$ cat config.mk
export PLATFORM = sky130hd
export DESIGN_NAME = fpga_link_scheduler
export DESIGN_NICKNAME = d
export VERILOG_FILES = /design/src/rtl/fpga_link_scheduler.sv
export SDC_FILE = /design/constraint.sdc
export NUM_CORES = 1
export LEC_CHECK = 0
export CORE_MARGIN = 2
export CORE_UTILIZATION = 50
export DETAILED_ROUTE_END_ITERATION = 8
export GPL_TIMING_DRIVEN = 0
export PLACE_DENSITY = 0.75
export SETUP_SLACK_MARGIN = 0.02
export SLEW_MARGIN = 20
export SYNTH_ARGS = -nofsm -noshare
export SYNTH_HDL_FRONTEND = slang
export SYNTH_SLANG_ARGS = --single-unit
$ cat constraint.sdc
create_clock -name clk -period 5 [get_ports clk]
set_clock_uncertainty 0.2 [all_clocks]
set_input_delay 1 -clock clk [delete_from_list [all_inputs] [get_ports clk]]
set_output_delay 1 -clock clk [all_outputs]
set_load 0.02 [all_outputs]
$ cat src/rtl/fpga_link_scheduler.sv
// fpga_link_scheduler: per-slot start, sync ticks, timeout and error accounting for the board link; FPGA_LINK_SCHED_RETRY_EN adds RECOVER/retry
module fpga_link_scheduler #(
  parameter int PERIOD_W = 16,
  parameter int TIMEOUT_BITS = 24,
  parameter int MAX_RETRY = 3
) (
  input  logic                clk,
  input  logic                rst,
  input  logic                enable,
  input  logic [7:0]          bit_rate,
  input  logic [PERIOD_W-1:0] frame_period,
  input  logic [3:0]          app_w1,
  input  logic [3:0]          app_w2,
  input  logic [3:0]          app_w3,
  input  logic                app_valid,
  input  logic                link_done,
  output logic [3:0]          tx_w1,
  output logic [3:0]          tx_w2,
  output logic [3:0]          tx_w3,
  output logic                start_link,
  output logic                sync_tick,
  output logic                busy,
  output logic                frame_ok,
  output logic                timeout_err,
  output logic                frame_overrun,
  output logic [7:0]          err_count
);
  localparam int BW = $clog2(TIMEOUT_BITS + 1);
`ifdef FPGA_LINK_SCHED_RETRY_EN
  localparam int RW = $clog2(MAX_RETRY + 2);
  typedef enum logic [1:0] {IDLE, START, BUSY, RECOVER} state_t;
`else
  typedef enum logic [1:0] {IDLE, START, BUSY} state_t;
`endif
  state_t state, state_n;
  logic [PERIOD_W-1:0] per_cnt;
  logic [3:0] sh_w1, sh_w2, sh_w3;
  logic [7:0] rate_q;
  logic [8:0] div;
  logic [BW-1:0] bits;
  logic [8:0] err_sum;
  logic bound, tick, done_hit, to_hit, ovr_hit, in_rec;
  assign bound = enable && per_cnt == frame_period;
  assign tick = state == BUSY && div == {1'b0, rate_q} - 9'd1;
  assign done_hit = state == BUSY && link_done;
  assign to_hit = tick && !link_done && bits == BW'(TIMEOUT_BITS - 1);
  assign ovr_hit = bound && state != IDLE;
  assign err_sum = {1'b0, err_count} + {8'd0, to_hit} + {8'd0, ovr_hit};
  assign start_link = state == START;
  assign sync_tick = tick;
  assign busy = state != IDLE;
`ifdef FPGA_LINK_SCHED_RETRY_EN
  logic [RW-1:0] retry;
  logic rec_done;
  assign in_rec = state == RECOVER;
  assign rec_done = in_rec && div == {rate_q, 1'b0} - 9'd1;
  always_ff @(posedge clk)
    if (rst || state == IDLE) retry <= '0;
    else if (rec_done && state_n == START) retry <= retry + 1'b1;
`else
  assign in_rec = 1'b0;
`endif
  always_comb begin
    state_n = state;
    if (state == IDLE && bound) state_n = START;
    else if (state == START) state_n = BUSY;
    else if (done_hit) state_n = IDLE;
`ifdef FPGA_LINK_SCHED_RETRY_EN
    else if (to_hit) state_n = RECOVER;
    else if (rec_done) state_n = retry < RW'(MAX_RETRY) ? START : IDLE;
`else
    else if (to_hit) state_n = IDLE;
`endif
  end
  always_ff @(posedge clk)
    if (rst) state <= IDLE;
    else state <= state_n;
  always_ff @(posedge clk) begin
    if (rst) begin
      per_cnt <= '0;
      {sh_w1, sh_w2, sh_w3} <= '0;
      {tx_w1, tx_w2, tx_w3} <= '0;
      rate_q <= '0;
      div <= '0;
      bits <= '0;
      frame_ok <= 1'b0;
      timeout_err <= 1'b0;
      frame_overrun <= 1'b0;
      err_count <= '0;
    end else begin
      per_cnt <= (!enable || per_cnt >= frame_period) ? '0 : per_cnt + 1'b1;
      if (app_valid) {sh_w1, sh_w2, sh_w3} <= {app_w1, app_w2, app_w3};
      if (state == START) begin
        {tx_w1, tx_w2, tx_w3} <= app_valid ? {app_w1, app_w2, app_w3} : {sh_w1, sh_w2, sh_w3};
        rate_q <= bit_rate < 8'd2 ? 8'd2 : bit_rate;
      end
      // one divider serves both the tick spacing in BUSY and the RECOVER hold
      div <= ((state == BUSY && !tick) || in_rec) ? div + 9'd1 : 9'd0;
      bits <= state == START ? '0 : bits + BW'(tick);
      frame_ok <= done_hit;
      timeout_err <= to_hit;
      frame_overrun <= ovr_hit;
      err_count <= err_sum[8] ? 8'hFF : err_sum[7:0];
    end
  end
endmodule

==> results.cfg, run 1 <==
[timing]
worst_pin_slew_ps = 631
drv_slew = 0
whs_ps = 293
tns_ps = 0
timing.final.ws_setup_ps = 517
hold_violations = 0
finalSetupViolations = 0
rsz0062_at_grt = no
max_freq_mhz = 223
min_period_over_period = 0.897
slew_headroom = 0.576
finalCriticalPeriod_ps = 4480

[min_path]
hp-start = tx_w1[0]
min_path_type = reg2reg

[drt]
postRouteAntennaNets = 0
drt-pass1-iter-count = 4
via_per_inst = 5.25
num_vias = 3013
drc = 0
drt-initial-drc-count = 117
drt_wl_total_um = 7600
wire_per_inst_um = 13.2

[final_layout]
seq_area_sq_mm = 0.00150
area_delta_synth_final_pct = 27.0
final_nets = 534
drive_gt1_frac = 0.0547
fillers = 645
finalNonFillerCells = 574
n_antenna_cell = 0
layout_common_cells = dfxtp_1, clkdlybuf4s50_1, nand2_1
final_util = 0.644
final_common_cell = dfxtp_1
stdcell_area_sq_mm = 0.00460
multi_input_area_sq_mm = 0.00196

[floorplan]
rows = 31
ios = 67
chipWidth_um = 89.1
initial_core_util = 0.507
die_h_um = 89.1
dieArea_sq_mm = 0.00794
core_area_sq_mm = 0.00714

[power]
power.leakage_nw = 1.94
p_sw_frac = 0.256
pwr-share-clk = 0.399
internal_power_mw = 0.840
p_seq_frac = 0.537
p_comb_frac = 0.064
finalPower_mw = 1.13
ir_drop_uv = 194
power_density_mw_per_mm2 = 246
switchingPower_mw = 0.289

[cts]
cts_root_buffer = clkbuf_8
post_cts.repair.setup_buffers = 0
cts_made_buffers = 9
tritoncts = built
clkLatencyLatePin_ps = 360
cts_buffer_depth = 2
htreeDepth = 3
ctsResizeCount = 0
ctsHoldBuffers = 0
cts.sinks = 75
clk_pin_slew_ps = 90

[logic_synthesis]
synth_cells = 393
yosysUniqueCellTypes = 50
syn_area_per_cell_sq_um = 9.21
ys_seq_elements = 75
synth_area_sq_mm = 0.00362
syn-num-nets = 457
ys_warn_count = 0
seq_area_frac_synth = 0.415

[job]
drv_cap = 0

[setup_path]
crit_start = rate_q[0]
critPathMaxFanout = 5
critPathCaptureType = output port
critPathKind = reg2out
cp-start-kind = flip-flop
r2r-start = rate_q[0]
cp.arrival_ps = 3280
cp.required_ps = 3800

[global_route]
grt_util_all_layers = 0.203
antenna_found_initial = 0
grt_pass1_vias = 2852
grt_pass1_wl_um = 12500
grt_start_max_net_pins = 17
grt_overflow = 0

[status]
status = finished clean

[placement]
dp_hpwl_um = 5730
dp_slack_ps = 518
place_inst = 558
io_buffers = 66
postPlaceCellArea_sq_mm = 0.00441
place_congestion = 0.822
[registers in the layout (all words and copies together) (netlist names), 2 cells and up]
| register | cells |
|---|---|
| per_cnt | 16 |
| sh_w1 | 4 |
| sh_w2 | 4 |
| err_count | 8 |
| tx_w1 | 4 |
| bits | 5 |
| rate_q | 8 |
| div | 9 |
| tx_w3 | 4 |
| sh_w3 | 4 |
| state | 2 |
| tx_w2 | 4 |
[cell families (layout without fill, tap and decap cells)]
group / Yosys count / count (layout) / share of synthesized area
buf+inv: 40 / 122 / 0.0446
fa+ha+maj: 23 / 23 / 0.0815
flops: 75 / 75 / 0.415
compound gates: 52 / 52 / 0.111
mux: 12 / 12 / 0.0332
simple gates: 155 / 155 / 0.228
xor+xnor: 36 / 36 / 0.0871
[power groups by stage]
stage | Combinational (mW) | Sequential, mW | Clock, mW
4_1_cts | 0.0731 | 0.606 | 0.460
2_1_floorplan | 0.0312 | 0.619 | 0
3_3_place_gp | 0.0713 | 0.620 | 0
6_report | 0.0722 | 0.606 | 0.451
5_1_grt | 0.0803 | 0.607 | 0.485
3_5_place_dp | 0.0727 | 0.620 | 0
[final cells by class]
cell class,count,area share
multi-input cells,278,0.426
flip-flops and latches,75,0.327
repair buffers,66,0.144
clock buffers,9,0.0269
well taps,99,0.0269
inverters,24,0.0196
plain buffers,16,0.0155
clock inverters,7,0.0147
[synthesized netlist by cell type, drive strengths merged]
library cell / number / area [sq um]
or4: 1 / 7.51
nor4bb: 1 / 10.0
a21boi: 1 / 7.51
a221oi: 5 / 67.6
o2111ai: 2 / 17.5
nand4b: 1 / 8.76
and2: 6 / 40.0
mux2i: 12 / 120
xor2: 23 / 201
a211oi: 2 / 15.0
o211ai: 1 / 7.51
inv: 24 / 90.1
or2: 4 / 25.0
xnor2: 13 / 114
nor3: 19 / 100
o21ba: 1 / 10.0
o21bai: 2 / 15.0
and4: 2 / 17.5
o211a: 1 / 10.0
nand4: 3 / 18.8
buf: 7 / 37.5
o41ai: 1 / 8.76
o21a: 1 / 7.51
dfxtp: 75 / 1500
clkbuf: 9 / 33.8
nor2: 20 / 75.1
a21o: 2 / 15.0
nor4: 19 / 119
nand2b: 4 / 25.0
nor3b: 3 / 22.5
nand3: 17 / 85.1
fa: 1 / 20.0
o22a: 12 / 105
a22oi: 1 / 7.51
nor2b: 7 / 43.8
nand2: 32 / 120
and3: 13 / 81.3
nor4b: 2 / 17.5
ha: 22 / 275
o2111a: 1 / 11.3
a31oi: 1 / 6.26
and3b: 1 / 8.76
a21oi: 18 / 90.1
[worst paths after layout]
check | cells after the start | to | slack, ps
max reg2reg | 13 | err_count[0] | 1040
max | 7 | sync_tick | 520
min | 1 | tx_w1[0] | 290
min reg2reg | 1 | tx_w1[0] | 290
[metal layers]
layer | track usage | part of all wire
met5 | 0 | 0
met4 | 0.0678 | 0.011
met3 | 0.0536 | 0.035
met2 | 0.352 | 0.49
met1 | 0.245 | 0.46
[worst max-delay path, cell delays in order (launching register included)]
cell,delay [ps]
dfxtp_1,430
inv_1,70
ha_1,270
o21ba_1,190
a221oi_1,300
o2111ai_1,320
nor4_1,630
clkdlybuf4s50_1,720
No activity file was read; power rests on OpenSTA's default activity.
==> run 2: changes to the inputs <==
--- a/config.mk
+++ b/config.mk
@@ -5,6 +5,7 @@
 export SDC_FILE = /design/constraint.sdc
 export NUM_CORES = 1
 export LEC_CHECK = 0
+export CORE_ASPECT_RATIO = 1.2
 export CORE_MARGIN = 2
 export CORE_UTILIZATION = 50
 export DETAILED_ROUTE_END_ITERATION = 8
==> run 2 against run 1 <==
  * Wire length up 1.3%
  * Combinational power is essentially flat
  * Clock power grew 28%
  * First-iteration DRC count decreased by 35%
  * Power up 11%
  * Critical path type unchanged
  * Critical path depth did not move
  * Cell area grew 1.0%
  * Highest routed layer unchanged
  * Non-clock buffer count is the same
  * Maximum frequency increased by 2.4%
  * Sequential power is essentially flat
  * Critical endpoint unchanged
==> results.cfg, run 2 (synthesis gave the netlist of run 1 again) <==
[timing]
hold_violations = 0
finalCriticalPeriod_ps = 4380
worst_pin_slew_ps = 592
rsz0062_at_grt = no
tns_ps = 0
drv_slew = 0
slew_headroom = 0.605
min_period_over_period = 0.876
whs_ps = 283
max_freq_mhz = 228
finalSetupViolations = 0

[min_path]
hp-start = tx_w1[0]
whs_path_depth = 1
hold_end = tx_w1[0]
min_path_type = reg2reg

[cts]
cts_root_buffer = clkbuf_8
ctsHoldBuffers = 0
cts_buffer_depth = 2
clkLatencyLatePin_ps = 350
cts.sinks = 75
ctsResizeCount = 0
post_cts.repair.setup_buffers = 0
cts_made_buffers = 9
tritoncts = built
clk_pin_slew_ps = 80
htreeDepth = 3

[floorplan]
core_area_sq_mm = 0.00715
die_h_um = 97.2
chipWidth_um = 81.7
ios = 67
dieArea_sq_mm = 0.00794
rows = 34
initial_core_util = 0.507

[final_layout]
final_nets = 534
final_common_cell = dfxtp_1
final_util = 0.650
regMostFlops = per_cnt
n_antenna_cell = 0
area_delta_synth_final_pct = 28.2
reg.largest.list = per_cnt: 16 flops, div: 9 flops
drive_gt1_frac = 0.0547
largest_register_ffs = 16
layout_common_cells = dfxtp_1, clkdlybuf4s50_1, nand2_1

[setup_path]
critPathKind = reg2out
cp.required_ps = 3800
critPathCaptureType = output port
path_cells = inv_1, ha_1, o21ba_1, a221oi_1, o2111ai_1, nor4_1, clkdlybuf4s50_1
critPathSlowestCell = clkdlybuf4s50_1
critPathMaxFanout = 5
reg2reg_slack_ps = 1060
cp_num_buf_inv = 2
r2r-start = rate_q[0]
worst_r2r_path_depth = 13
crit_family = compound AO/OA/AOI/OAI gates
critical_path.max_stage_delay_ps = 710
cp.arrival_ps = 3180
r2r_end = err_count[0]
cp-start-kind = flip-flop

[status]
status = finished clean

[global_route]
antenna_found_initial = 0
grt_overflow = 0
grt_util_all_layers = 0.215
grt_pass1_wl_um = 13400
grt_start_max_net_pins = 14
grt_pass1_vias = 3058

[power]
power_density_mw_per_mm2 = 270
power.leakage_nw = 1.97
ir_drop_uv = 202

[drt]
postRouteAntennaNets = 0
via_per_inst = 5.38
drc = 0
drt_wl_total_um = 7690
wire_per_inst_um = 13.6
drt-pass1-iter-count = 4
num_vias = 3041
drt-initial-drc-count = 76

[placement]
dp_hpwl_um = 5810
io_buffers = 66
place_congestion = 0.878

[job]
drv_cap = 0
-- run 2: final cells by class --
type | instances | area, sq um
Buffer | 16 | 71.3
Clock buffer | 10 | 138
Clock inverter | 6 | 111
Fill cell | 614 | 2500
Inverter | 24 | 90.1
Multi-Input combinational cell | 278 | 1960
Sequential cell | 75 | 1500
Tap cell | 90 | 113
Timing Repair Buffer | 66 | 661
-- run 2: power by group --
part | switching [mW] | internal, mW
sequential | 0.00253 | 0.603
clock | 0.231 | 0.346
combinational | 0.0306 | 0.0418
total | 0.264 | 0.991
-- run 2: metrics by stage --
step	instance area (sq um)	power (mW)	instances	setup slack, ps
3_5_place_dp	4390	0.693	549	476
2_1_floorplan	3620	0.650	393	1390
3_3_place_gp	4390	0.692	549	512
5_1_grt	4640	1.29	565	434
6_report	4640	1.25	565	621
4_1_cts	4640	1.26	565	626
-- run 2: worst max path at each step --
| stage | start | to | slack, ps | depth (start not counted) |
|---|---|---|---|---|
| 2_1_floorplan | frame_period[13] | err_count[0] | 1390 | 13 |
| 3_3_place_gp | frame_period[12] | err_count[1] | 510 | 14 |
| 3_5_place_dp | frame_period[12] | err_count[0] | 480 | 14 |
| 4_1_cts | rate_q[0] | sync_tick | 630 | 7 |
| 5_1_grt | rate_q[0] | sync_tick | 430 | 7 |
| 6_report | rate_q[0] | sync_tick | 620 | 7 |
-- run 2: metal layers --
layer / track usage / vias to the layer above / routed length, um
met5: 0 / - / 0
met2: 0.357 / 63 / 3820
li1: - / 1551 / -
met1: 0.257 / 1408 / 3390
met4: 0.103 / 0 / 210
met3: 0.0474 / 19 / 274
